$ cat config.mk
export PLATFORM = sky130hd
export DESIGN_NAME = minimac2_rx_flat
export DESIGN_NICKNAME = d
export VERILOG_FILES = /design/src/rtl/minimac2_pkg.sv /design/src/rtl/minimac2_rx_if.sv /design/src/rtl/minimac2_rx_slot.sv /design/src/rtl/minimac2_rx.sv /design/src/flat_wrapper.sv
export SDC_FILE = /design/constraint.sdc
export NUM_CORES = 1
export LEC_CHECK = 0
export CAP_MARGIN = 20
export CORE_MARGIN = 3
export CORE_UTILIZATION = 54
export CTS_CLUSTER_DIAMETER = 50
export DETAILED_ROUTE_END_ITERATION = 8
export PLACE_DENSITY = 0.9
export SYNTH_ARGS = -nofsm -noshare
export SYNTH_HDL_FRONTEND = slang
export SYNTH_SLANG_ARGS = --single-unit
$ cat constraint.sdc
create_clock -name phy_rx_clk -period 4.1 [get_ports phy_rx_clk]
set_input_delay 0.615 -clock phy_rx_clk [delete_from_list [all_inputs] [get_ports phy_rx_clk]]
set_output_delay 0.615 -clock phy_rx_clk [all_outputs]
set_load 0.1 [all_outputs]
$ cat src/rtl/minimac2_pkg.sv
// minimac2 shared definitions: receive FSM encoding, MII nibble constants, slot address width.
// Latency: none (constants only).
// Backpressure: not applicable.
package minimac2_pkg;

  // Slot RAM address width; also the width of the byte counter and count outputs.
  localparam int ADR_W = 11;

  // Receive FSM encoding, kept as plain vectors for older tools.
  localparam logic [1:0] ST_IDLE     = 2'd0;
  localparam logic [1:0] ST_PREAMBLE = 2'd1;
  localparam logic [1:0] ST_RECEIVE  = 2'd2;
  localparam logic [1:0] ST_DISCARD  = 2'd3;

  // Preamble nibble and start-of-frame-delimiter nibble as seen on MII (low nibble first).
  localparam logic [3:0] NIB_PRE = 4'h5;
  localparam logic [3:0] NIB_SFD = 4'hD;

endpackage

$ cat src/rtl/minimac2_rx_if.sv
// minimac2 receive bundle: MII pins, slot arm/done handshake, slot RAM write ports.
// Latency: none (wiring only).
// Backpressure: none; software re-arms slots through rx_ready pulses.
interface minimac2_rx_if;

  logic [1:0]                     rx_ready;
  logic [1:0]                     rx_done;
  logic [minimac2_pkg::ADR_W-1:0] rx_count_0;
  logic [minimac2_pkg::ADR_W-1:0] rx_count_1;
  logic [minimac2_pkg::ADR_W-1:0] rxb0_adr;
  logic [minimac2_pkg::ADR_W-1:0] rxb1_adr;
  logic [7:0]                     rxb0_dat;
  logic [7:0]                     rxb1_dat;
  logic                           rxb0_we;
  logic                           rxb1_we;
  logic [3:0]                     phy_rx_data;
  logic                           phy_dv;
  logic                           phy_rx_er;

  // Driver side: PHY model and software.
  modport master (
    output rx_ready, phy_rx_data, phy_dv, phy_rx_er,
    input  rx_done, rx_count_0, rx_count_1,
    input  rxb0_adr, rxb1_adr, rxb0_dat, rxb1_dat, rxb0_we, rxb1_we
  );

  // Receive engine side.
  modport slave (
    input  rx_ready, phy_rx_data, phy_dv, phy_rx_er,
    output rx_done, rx_count_0, rx_count_1,
    output rxb0_adr, rxb1_adr, rxb0_dat, rxb1_dat, rxb0_we, rxb1_we
  );

endinterface

$ cat src/rtl/minimac2_rx_slot.sv
// minimac2 receive slot: armed flag, completion count latch, one-cycle done pulse.
// Latency: done and count register 1 cycle after complete; avail drops in the same cycle done rises.
// Backpressure: none; a completion always clears avail, even against a simultaneous arm.
module minimac2_rx_slot
  import minimac2_pkg::*;
(
  input  logic             clk,
  input  logic             rst,
  input  logic             i_arm,
  input  logic             i_complete,
  input  logic [ADR_W-1:0] i_count,
  output logic             o_avail,
  output logic             o_done,
  output logic [ADR_W-1:0] o_count
);

  logic             r_avail;
  logic             r_done;
  logic [ADR_W-1:0] r_count;

  // Track arming, pulse done and latch the count only on completion so count stays stable between frames.
  always_ff @(posedge clk) begin
    if (rst) begin
      r_avail <= 1'b0;
      r_done  <= 1'b0;
      r_count <= '0;
    end else begin
      r_done <= i_complete;
      if (i_complete) begin
        r_avail <= 1'b0;
        r_count <= i_count;
      end else if (i_arm) begin
        r_avail <= 1'b1;
      end
    end
  end

  assign o_avail = r_avail;
  assign o_done  = r_done;
  assign o_count = r_count;

endmodule

$ cat src/rtl/minimac2_rx.sv
// minimac2 receive engine: strips preamble/SFD, packs MII nibbles into bytes, writes the armed slot RAM.
// Latency: byte write 2 clocks after its high nibble on the pins; rx_done 2 clocks after dv falls on the pins.
// Backpressure: none; frames with no armed slot, MII errors or overlength are dropped without done.
module minimac2_rx
  import minimac2_pkg::*;
#(
  parameter int RX_MAX = 2047
) (
  input  logic         phy_rx_clk,
  input  logic         phy_rx_rst,
  minimac2_rx_if.slave rx
);

  localparam logic [ADR_W-1:0] MAX_CNT = ADR_W'(RX_MAX);

  logic [3:0]       r_rx_data;
  logic             r_dv;
  logic             r_dv_d;
  logic             r_er;
  logic [1:0]       r_state;
  logic             r_sel;
  logic [ADR_W-1:0] r_cnt;
  logic [3:0]       r_lo;
  logic             r_phase;
  logic [ADR_W-1:0] r_adr;
  logic [7:0]       r_dat;
  logic             r_we0;
  logic             r_we1;

  logic             w_dv_rise;
  logic             w_complete;
  logic [1:0]       w_avail;
  logic [1:0]       w_done;
  logic [ADR_W-1:0] w_count0;
  logic [ADR_W-1:0] w_count1;

  // Register the MII pins once; r_dv_d gives the previous dv for frame-start edge detection.
  always_ff @(posedge phy_rx_clk) begin
    if (phy_rx_rst) begin
      r_rx_data <= 4'h0;
      r_dv      <= 1'b0;
      r_dv_d    <= 1'b0;
      r_er      <= 1'b0;
    end else begin
      r_rx_data <= rx.phy_rx_data;
      r_dv      <= rx.phy_dv;
      r_dv_d    <= r_dv;
      r_er      <= rx.phy_rx_er;
    end
  end

  assign w_dv_rise  = r_dv & ~r_dv_d;
  // A clean end of a non-empty frame; the slot registers it so done lands one cycle later.
  assign w_complete = (r_state == ST_RECEIVE) && !r_er && !r_dv && (r_cnt != '0);

  // Frame FSM: slot selection, preamble strip, nibble assembly and slot RAM writes.
  always_ff @(posedge phy_rx_clk) begin
    if (phy_rx_rst) begin
      r_state <= ST_IDLE;
      r_sel   <= 1'b0;
      r_cnt   <= '0;
      r_lo    <= 4'h0;
      r_phase <= 1'b0;
      r_adr   <= '0;
      r_dat   <= 8'h00;
      r_we0   <= 1'b0;
      r_we1   <= 1'b0;
    end else begin
      r_we0 <= 1'b0;
      r_we1 <= 1'b0;
      case (r_state)
        ST_IDLE: begin
          if (w_dv_rise) begin
            if (w_avail[0]) begin
              r_state <= ST_PREAMBLE;
              r_sel   <= 1'b0;
            end else if (w_avail[1]) begin
              r_state <= ST_PREAMBLE;
              r_sel   <= 1'b1;
            end else begin
              r_state <= ST_DISCARD;
            end
          end
        end
        ST_PREAMBLE: begin
          if (r_er || !r_dv) begin
            r_state <= ST_DISCARD;
          end else if (r_rx_data == NIB_SFD) begin
            r_state <= ST_RECEIVE;
            r_cnt   <= '0;
            r_phase <= 1'b0;
          end else if (r_rx_data != NIB_PRE) begin
            r_state <= ST_DISCARD;
          end
        end
        ST_RECEIVE: begin
          if (r_er) begin
            r_state <= ST_DISCARD;
          end else if (!r_dv) begin
            // Completion (if any) is signalled through w_complete; a dangling low nibble is dropped.
            r_state <= ST_IDLE;
          end else if (!r_phase) begin
            r_lo    <= r_rx_data;
            r_phase <= 1'b1;
          end else begin
            r_phase <= 1'b0;
            if (r_cnt == MAX_CNT) begin
              // This byte would push the frame past RX_MAX: drop it and the rest of the frame.
              r_state <= ST_DISCARD;
            end else begin
              r_adr <= r_cnt;
              r_dat <= {r_rx_data, r_lo};
              r_we0 <= ~r_sel;
              r_we1 <= r_sel;
              r_cnt <= r_cnt + 1'b1;
            end
          end
        end
        ST_DISCARD: begin
          if (!r_dv) r_state <= ST_IDLE;
        end
        default: r_state <= ST_IDLE;
      endcase
    end
  end

  minimac2_rx_slot u_slot0 (
    .clk        (phy_rx_clk),
    .rst        (phy_rx_rst),
    .i_arm      (rx.rx_ready[0]),
    .i_complete (w_complete & ~r_sel),
    .i_count    (r_cnt),
    .o_avail    (w_avail[0]),
    .o_done     (w_done[0]),
    .o_count    (w_count0)
  );

  minimac2_rx_slot u_slot1 (
    .clk        (phy_rx_clk),
    .rst        (phy_rx_rst),
    .i_arm      (rx.rx_ready[1]),
    .i_complete (w_complete & r_sel),
    .i_count    (r_cnt),
    .o_avail    (w_avail[1]),
    .o_done     (w_done[1]),
    .o_count    (w_count1)
  );

  assign rx.rx_done    = w_done;
  assign rx.rx_count_0 = w_count0;
  assign rx.rx_count_1 = w_count1;
  assign rx.rxb0_adr   = r_adr;
  assign rx.rxb1_adr   = r_adr;
  assign rx.rxb0_dat   = r_dat;
  assign rx.rxb1_dat   = r_dat;
  assign rx.rxb0_we    = r_we0;
  assign rx.rxb1_we    = r_we1;

endmodule

$ cat src/flat_wrapper.sv
// flat-port wrapper written by rule: the top's interface ports become plain ports
module minimac2_rx_flat import minimac2_pkg::*;
#(
  parameter int RX_MAX = 2047
)
  (phy_rx_clk, phy_rx_rst, rx_rx_ready, rx_phy_rx_data, rx_phy_dv, rx_phy_rx_er, rx_rx_done, rx_rx_count_0, rx_rx_count_1, rx_rxb0_adr, rx_rxb1_adr, rx_rxb0_dat, rx_rxb1_dat, rx_rxb0_we, rx_rxb1_we);
  minimac2_rx_if rx_i ();
  input  logic phy_rx_clk;
  input  logic phy_rx_rst;
  input wire logic [$bits(rx_i.rx_ready)-1:0] rx_rx_ready;
  input wire logic [$bits(rx_i.phy_rx_data)-1:0] rx_phy_rx_data;
  input wire logic [$bits(rx_i.phy_dv)-1:0] rx_phy_dv;
  input wire logic [$bits(rx_i.phy_rx_er)-1:0] rx_phy_rx_er;
  output wire logic [$bits(rx_i.rx_done)-1:0] rx_rx_done;
  output wire logic [$bits(rx_i.rx_count_0)-1:0] rx_rx_count_0;
  output wire logic [$bits(rx_i.rx_count_1)-1:0] rx_rx_count_1;
  output wire logic [$bits(rx_i.rxb0_adr)-1:0] rx_rxb0_adr;
  output wire logic [$bits(rx_i.rxb1_adr)-1:0] rx_rxb1_adr;
  output wire logic [$bits(rx_i.rxb0_dat)-1:0] rx_rxb0_dat;
  output wire logic [$bits(rx_i.rxb1_dat)-1:0] rx_rxb1_dat;
  output wire logic [$bits(rx_i.rxb0_we)-1:0] rx_rxb0_we;
  output wire logic [$bits(rx_i.rxb1_we)-1:0] rx_rxb1_we;
  assign rx_i.rx_ready = rx_rx_ready;
  assign rx_i.phy_rx_data = rx_phy_rx_data;
  assign rx_i.phy_dv = rx_phy_dv;
  assign rx_i.phy_rx_er = rx_phy_rx_er;
  assign rx_rx_done = rx_i.rx_done;
  assign rx_rx_count_0 = rx_i.rx_count_0;
  assign rx_rx_count_1 = rx_i.rx_count_1;
  assign rx_rxb0_adr = rx_i.rxb0_adr;
  assign rx_rxb1_adr = rx_i.rxb1_adr;
  assign rx_rxb0_dat = rx_i.rxb0_dat;
  assign rx_rxb1_dat = rx_i.rxb1_dat;
  assign rx_rxb0_we = rx_i.rxb0_we;
  assign rx_rxb1_we = rx_i.rxb1_we;
  minimac2_rx #(.RX_MAX(RX_MAX)) u_core (.phy_rx_clk(phy_rx_clk), .phy_rx_rst(phy_rx_rst), .rx(rx_i));
endmodule
After elaboration in Yosys (flattened, before gate mapping)
Index checks and enable logic that the tools add are counted.

storage, ports and cells
  input port bits = 10
  bits in read-only memories = 0
  logic and storage cells = 93
  register bits after elaboration = 73
  RAM bits = 0
  memories kept = 0
  latch bits = 0
  output and inout bits = 64

operators by class
  magnitude comparators = 0
  multiplexer cells = 27
  $add $sub $neg = 1
  bitwise operators = 10
  shifts and indexed selects = 0
  multiply operators = 0
  reductions and logical operators = 19
  div/mod/pow operators = 0
  eq/ne operators = 17

operators by type and width
  kind                   number
  $mux 11                6
  $mux 2                 11
  $pmux 11 s2            1
  $reduce_and 5->1       3
  $add 11x1->11 const B  1
  $eq 11x11->1 const B   1
  $reduce_bool 11->1     1
  $ne 2x1->1 const B     4
  $ne 2x2->1 const B     4
  $ne 4x4->1 const B     2
  $pmux 2 s4             1
  $mux 1                 7
  $not 1->1              7
  $reduce_and 7->1       1
  $reduce_or 6->1        1
  $eq 2x2->1 const B     2
  $eq 4x4->1 const B     1
  $ne 4x1->1 const B     1
  $ne 4x3->1 const B     1
  $reduce_and 4->1       1
  $reduce_bool 2->1      2
  $reduce_or 2->1        2
  $and 1x1->1            3
  $logic_and 1x1->1      3
  6 further kinds        7

Depth between registers and ports, before layout
Gate-level depths: netlist (run 1).

  depth in word-level cells = 6
  gate-level depth with buffers = 7
  depth with buffers taken out = 6

By module
From an unflattened synthesis (run 1), not the netlist that was laid out.

unflattened totals
  cells, all modules = 353
  area total of the unflattened synthesis = 3236.9 µm²

modules (own cells, without submodules)
  module            times used  area an instance (µm²)  cells an instance  sequential area each (µm²)
  minimac2_rx       1           2311.0                  271                940.9
  minimac2_rx_slot  2           462.9                   41                 260.2

Worst setup path after synthesis (run 1)
Ideal clock, no wire load.

  kind = register -> output
  from = register u_core.r_dat[7], in the netlist u_core.rx.rxb0_dat[7]
  to = output rx_rxb1_dat[7]
  stages on the path, launching flop included = 2
  path buffers = 1
  arrival = 1374 ps
  data required time = 3485 ps
  path slack = 2111 ps
  cell sequence = dfxtp_1 > buf_4

RTL lines
  what                      line                RTL
  start: declaration        minimac2_rx.sv:26   logic [7:0] r_dat;
  start signal: assignment  minimac2_rx.sv:112  r_dat <= {r_rx_data, r_lo};
  end: declaration          flat_wrapper.sv:20  output wire logic [$bits(rx_i.rxb1_dat)-1:0] rx_rxb1_dat;

No word-level cell between the ends.

Worst setup path in the final report (run 1)
  from = register u_core.r_adr[5], in the netlist u_core.rx.rxb0_adr[5]
  to = output rx_rxb0_adr[5]

RTL lines
  what                      line                RTL
  start: declaration        minimac2_rx.sv:25   logic [ADR_W-1:0] r_adr;
  start signal: assignment  minimac2_rx.sv:111  r_adr <= r_cnt;
  end: declaration          flat_wrapper.sv:17  output wire logic [$bits(rx_i.rxb0_adr)-1:0] rx_rxb0_adr;

No word-level cell between the ends.

==> reports/qor.yml, run 1 <==
routabilityCongestion: 0.894
synthDistinctLibCells: 48
synthTopCellsByArea: "dfxtp_1 45%, a22o_1 6.0%, buf_4 5.4%"
critical_path_peak_fanout: 3
hold_class: "reg2reg"
num_rows: 27
drv_slew: 0
cts.clk_slew.worst_paths_ps: 70
grt_pass1_vias: 2480
fin_crit_sh_pct: 60.9
synth_commonest_cells: "73 x dfxtp_1, 23 x buf_4, 22 x a22o_1, 22 x o211ai_1, 14 x inv_1"
grt_max_degree: 37
antenna_found_initial: 0
power_leakage_nw: 1.35
crit_type: "reg2out"
syn-num-nets: 342
area_delta_synth_final_pct: 24.3
fmax_mhz: 401
die_y_um: 83.3
status: "completed"
drtAntennaViolNets: 0
diodes: 0
place_hpwl_um: 4880
ys_async_sr_fraction_pct: 0
fill_cells: 395
register_area_mm2: 0.00146
tns_ps: 0
drive_gt1_share_pct: 7.26
synth_edf_count: 0
grt_overflow: 0
finalClockSkew_ps: 5.74
path_cells: "clkdlybuf4s50_1"
vias: 2641
synth_seq_cells: 73
worstHoldStart: "u_core.u_slot0.o_avail"
clkLatencyLatePin_ps: 350
ioPinCount: 74
multi_input_area_mm2: 0.00144
port_buffers: 73
critPathCaptureType: "output pin"
cts_tree: "yes"
drc: 0
worst_ep_required_time_ps: 3480
ys_seq_area_share_pct: 45.3
die_area_mm2: 0.00693
start_kind: "flip-flop"
vdd_drop_max_v: 0.000450
reg2reg_from: "u_core.r_state[0]"
initial_utilization_pct: 57.2
r2r_setup_slack_ps: 1670
cts_num_sinks: 73
syn_inst: 326
cp-startpoint: "u_core.rx.rxb0_adr[5]"
cts_resized: 0
synth_top_area_share_pct: 45.3
cp.arrival_ps: 1880
cts_hold_buffers: 0
yosys_warnings: 0
place_area_mm2: 0.00380
tightest_slew_ps: 1300
hold_viol_final: 0
syn_area_per_cell_um2: 9.89
grtUsageTotal_pct: 21.3
cp_top_family: "buffers and inverters"
p_per_area_mw_per_mm2: 410
cts_buffer_depth: 2
h-tree-depth: 3
cts_setup_buffers: 0
clock-root-buffer: "clkbuf_8"
slowest_delay_ps: 1160
drt_iter0_drc: 330
final_area_mm2: 0.00401
cap_viol_max_count: 0
cts_buffers: 9
grt_pass1_wl_um: 12100
wire_per_inst_um: 16.6
cp_slowest_cell: "clkdlybuf4s50_1"
nets: 383
yosysMostFrequentCell: "dfxtp_1"
synth_top_area_cell: "dfxtp_1"
max_slew_margin_pct: 13.2
ys.flop_type: "dfxtp_1"
die_w_um: 83.3
wirelength_um: 7370
core_area_mm2: 0.00564
critPathBufInv: 1
rsz0062_at_grt: "no"
vias_per_cell: 5.95
first_pass_iters: 4
finalSetupViolCount: 0
synth_area_mm2: 0.00322
fin_crit_ps: 2500
==> metal layers <==
layer / vias up / global-route usage, % / share of wire, %
li1: 1273 / - / -
met1: 1252 / 26.0 / 42
met2: 105 / 35.6 / 48
met3: 11 / 6.05 / 7.7
met4: 0 / 8.02 / 1.6
met5: - / 0 / 0
==> cell type report <==
class	count	area share (%)
clock buffer	9	3.09
multi-input combinational	191	35.9
sequential	73	36.5
inverter	14	1.31
timing repair buffer	78	19.2
clock inverter	7	1.78
tap	72	2.25
==> placed cells by master (no fill, tap or decap), drive strengths merged, types with 2 or more instances in the layout <==
master and count:
nor3 2, nor4 8, clkinvlp 3, nor3b 3, nor4b 10, ha 6
o41ai 2, a21oi 7, nor2 7, o21ai 6, nand2b 4, nand4 2
o211ai 22, nand2 10, nand3 6, o311ai 2, mux2i 12, clkdlybuf4s50 73
o21a 4, clkbuf 10, or4 3, inv 14, o31ai 13, clkinv 3
buf 4, a31oi 3, nor2b 10, and3 3, a22o 22, dfxtp 73
a31o 10, a32oi 2, and2 2
==> kinds of logic after synthesis <==
family / synth area share [%]
buffers and inverters: 10.4
AOI/OAI and AO/OA: 23.3
adders and majority gates: 2.33
and+or+nand+nor: 14.9
muxes: 3.73
DFF: 45.3
==> registers in the layout, indices dropped and copies added (netlist names) <==
| signal | cells |
|---|---|
| u_core.r_cnt | 11 |
| u_core.rx.rxb0_adr | 11 |
| u_core.u_slot0.o_count | 11 |
| u_core.u_slot1.o_count | 11 |
| u_core.rx.rxb0_dat | 8 |
| u_core.r_lo | 4 |
| u_core.r_rx_data | 4 |
| u_core.r_state | 2 |
| u_core.r_dv | 1 |
| u_core.r_dv_d | 1 |
| u_core.r_er | 1 |
| u_core.r_phase | 1 |
| u_core.r_sel | 1 |
| u_core.rx.rxb0_we | 1 |
| u_core.rx.rxb1_we | 1 |
| u_core.u_slot0.o_avail | 1 |
| u_core.u_slot0.o_done | 1 |
| u_core.u_slot1.o_avail | 1 |
| u_core.u_slot1.o_done | 1 |
==> power breakdown <==
| part | total (mW) | internal [mW] | leakage (nW) | switching (mW) |
|---|---|---|---|---|
| Combinational | 0.348 | 0.115 | 0.664 | 0.233 |
| Clock | 0.551 | 0.279 | 0.0912 | 0.271 |
| Sequential | 0.745 | 0.726 | 0.591 | 0.0195 |
==> path summary, 6_finish.rpt <==
path / depth (start not counted) / to
worst min register to register: 1 / u_core.r_sel
worst max-delay path: 1 / rx_rxb0_adr[5]
worst max register to register: 6 / u_core.r_cnt[8]
worst min-delay path: 1 / u_core.r_sel
==> metrics by stage <==
stage / utilization, % / setup WS, ps / hold WS, ps / power, mW / instances
after floorplan: - / 2110 / 432 / 1.02 / 326
after global placement: 67.4 / 1550 / 457 / 1.08 / 427
after detailed placement: 67.4 / 1460 / 461 / 1.10 / 427
after CTS: 70.9 / 1580 / 473 / 1.64 / 443
after global routing: 71.0 / 1520 / 499 / 1.72 / 444
final: 71.0 / 1600 / 475 / 1.64 / 444
Power figures use the tool's default switching activity.
==> run 2, diff against run 1 <==
CORE_UTILIZATION = 50   (was 54)
PLACE_DENSITY = 0.85   (was 0.9)
clock period = 2.41 ns   (was 4.1 ns; I/O delays follow)
==> reports/qor.yml, run 2 (synthesized netlist as in run 1, its figures left out) <==
fin_crit_sh_pct: 90.6
cts.clk_slew.worst_paths_ps: 80  # was 70 ps
vias_per_cell: 5.96  # was 5.95
register_area_mm2: 0.00146  # unchanged
wirelength_um: 7730  # was 7370 um
routabilityCongestion: 0.886  # was 0.894
r2r_setup_slack_ps: 230  # was 1670 ps
reg2reg_from: "u_core.r_state[0]"  # unchanged
rsz0062_at_grt: "no"  # unchanged
grtUsageTotal_pct: 21.0  # was 21.3%
vdd_drop_max_v: 0.000466  # was 0.000450 V
place_hpwl_um: 5480  # was 4880 um
drive_gt1_share_pct: 26.6  # was 7.26%
final_cell_mix: "82 x buf_4, 73 x dfxtp_1, 22 x a22o_1, 22 x o211ai_1, 14 x inv_1"  # was 73 x clkdlybuf4s50_1, 73 x dfxtp_1, 22 x a22o_1, 22 x o211ai_1, 14 x inv_1
tightest_slew_ps: 931  # was 1300 ps
fill_cells: 514  # was 395
critical_path_peak_fanout: 12  # was 3
place_area_mm2: 0.00375  # was 0.00380 mm^2
fmax_mhz: 458
port_buffers: 73  # unchanged
area_delta_synth_final_pct: 22.9  # was 24.3%
drc: 0  # unchanged
tns_ps: 0  # unchanged
vias: 2734  # was 2641
drv_slew: 0  # unchanged
dpl.cell_count: 443  # was 427
clkLatencyLatePin_ps: 340  # was 350 ps
first_pass_iters: 4  # unchanged
hold_slack_ps: 484  # was 475 ps
finalClockSkew_ps: 11.5  # was 5.74 ps
clock-root-buffer: "clkbuf_8"  # unchanged
final_common_cell: "buf_4"
cts_buffers: 9  # unchanged
final_area_mm2: 0.00396  # was 0.00401 mm^2
h-tree-depth: 3  # unchanged
nets: 396  # was 383
holdPathEnd: "u_core.u_slot1.o_count[9]"  # was u_core.r_sel
drtAntennaViolNets: 0  # unchanged
die_w_um: 86.3  # was 83.3 um
ioPinCount: 74  # unchanged
crit_type: "reg2reg"  # was reg2out
hold_viol_final: 0  # unchanged
die_area_mm2: 0.00745  # was 0.00693 mm^2
diodes: 0  # unchanged
cp.arrival_ps: 2420  # was 1880 ps
max_slew_margin_pct: 38.0  # was 13.2%
cts_setup_buffers: 0  # unchanged
grt_pass1_wl_um: 12400  # was 12100 um
rr_endpoint: "u_core.u_slot0.o_count[7]"  # was u_core.r_cnt[8]
antenna_found_initial: 0  # unchanged
fin_crit_ps: 2180
worstHoldStart: "u_core.u_slot1.o_count[9]"  # was u_core.u_slot0.o_avail
multi_input_area_mm2: 0.00144  # unchanged
num_rows: 28  # was 27
start_kind: "flip-flop"  # unchanged
cts_hold_buffers: 0  # unchanged
cp_slowest_cell: "or3b_1"  # was clkdlybuf4s50_1
cts_tree: "yes"  # unchanged
cts_num_sinks: 73  # unchanged
cts_resized: 0  # unchanged
initial_utilization_pct: 52.9  # was 57.2%
grt_max_degree: 22  # was 37
final_cells: 459  # was 444
p_per_area_mw_per_mm2: 728  # was 410 mW/mm^2
core_area_mm2: 0.00610  # was 0.00564 mm^2
slowest_delay_ps: 420  # was 1160 ps
rr_worst_depth: 6  # unchanged
drt_iter0_drc: 268  # was 330
cap_viol_max_count: 0  # unchanged
grt_pass1_vias: 2546  # was 2480
cts_buffer_depth: 2  # unchanged
die_y_um: 86.3  # was 83.3 um
worst_ep_required_time_ps: 2650  # was 3480 ps
grt_overflow: 0  # unchanged
finalSetupViolCount: 0  # unchanged
critPathCaptureType: "flip-flop"  # was output pin
hold_path_depth: 1  # unchanged
path_cells: "inv_1 -> ha_1 -> or3b_1 -> a31o_2 -> o21a_1 -> a22o_1"  # was clkdlybuf4s50_1
wire_per_inst_um: 16.8  # was 16.6 um
power_leakage_nw: 1.56  # was 1.35 nW
status: "completed"  # unchanged
hold_class: "reg2reg"  # unchanged
-- run 2: stage by stage --
step	util (%)	power [mW]	setup slack (ps)
detailed placement	61.5	1.88	202
global placement	61.5	1.86	275
CTS	64.9	2.89	194
global route	65.0	3.03	91.9
finish	65.0	2.89	227
floorplan	-	1.74	483
-- run 2: layer usage --
metal,global-route usage (%),part of all wire [%],vias up
li1,-,-,1313
met1,28.2,43,1295
met2,32.7,47,110
met3,5.04,8.0,16
met4,8.50,2.1,0
met5,0,0,-
-- run 2: layout make-up --
| cell class | instances | share of cell area [%] |
|---|---|---|
| clock buffers | 10 | 3.22 |
| repair buffers | 91 | 17.8 |
| clock inverters | 5 | 2.05 |
| well taps | 75 | 2.37 |
| multi-input cells | 191 | 36.3 |
| inverters | 14 | 1.33 |
| flip-flops and latches | 73 | 36.9 |
-- run 2: how the worst max path moves through the flow --
stage          depth (start not counted)  slack (ps)              start                         to
2_1_floorplan                          7         480  u_core.r_state[0]  u_core.u_slot0.o_count[0]
3_3_place_gp                           6         280  u_core.r_state[0]  u_core.u_slot0.o_count[0]
3_5_place_dp                           6         200  u_core.r_state[0]  u_core.u_slot1.o_count[2]
4_1_cts                                6         190  u_core.r_state[0]  u_core.u_slot1.o_count[2]
5_1_grt                                6          90  u_core.r_state[0]  u_core.u_slot1.o_count[2]
6_report                               6         230  u_core.r_state[0]  u_core.u_slot0.o_count[7]
-- run 2: critical path: cells and delay by family (launching register included) --
family / cells / cell delay [ps]
buffers and inverters: 1 / 90
DFF: 1 / 350
AOI/OAI and AO/OA: 3 / 880
adders and majority gates: 1 / 350
and+or+nand+nor: 1 / 420
-- run 2: power breakdown --
part	internal, mW	switching (mW)	leakage [nW]
logic	0.217	0.387	0.862
clock network	0.577	0.433	0.102
registers	1.24	0.0363	0.591
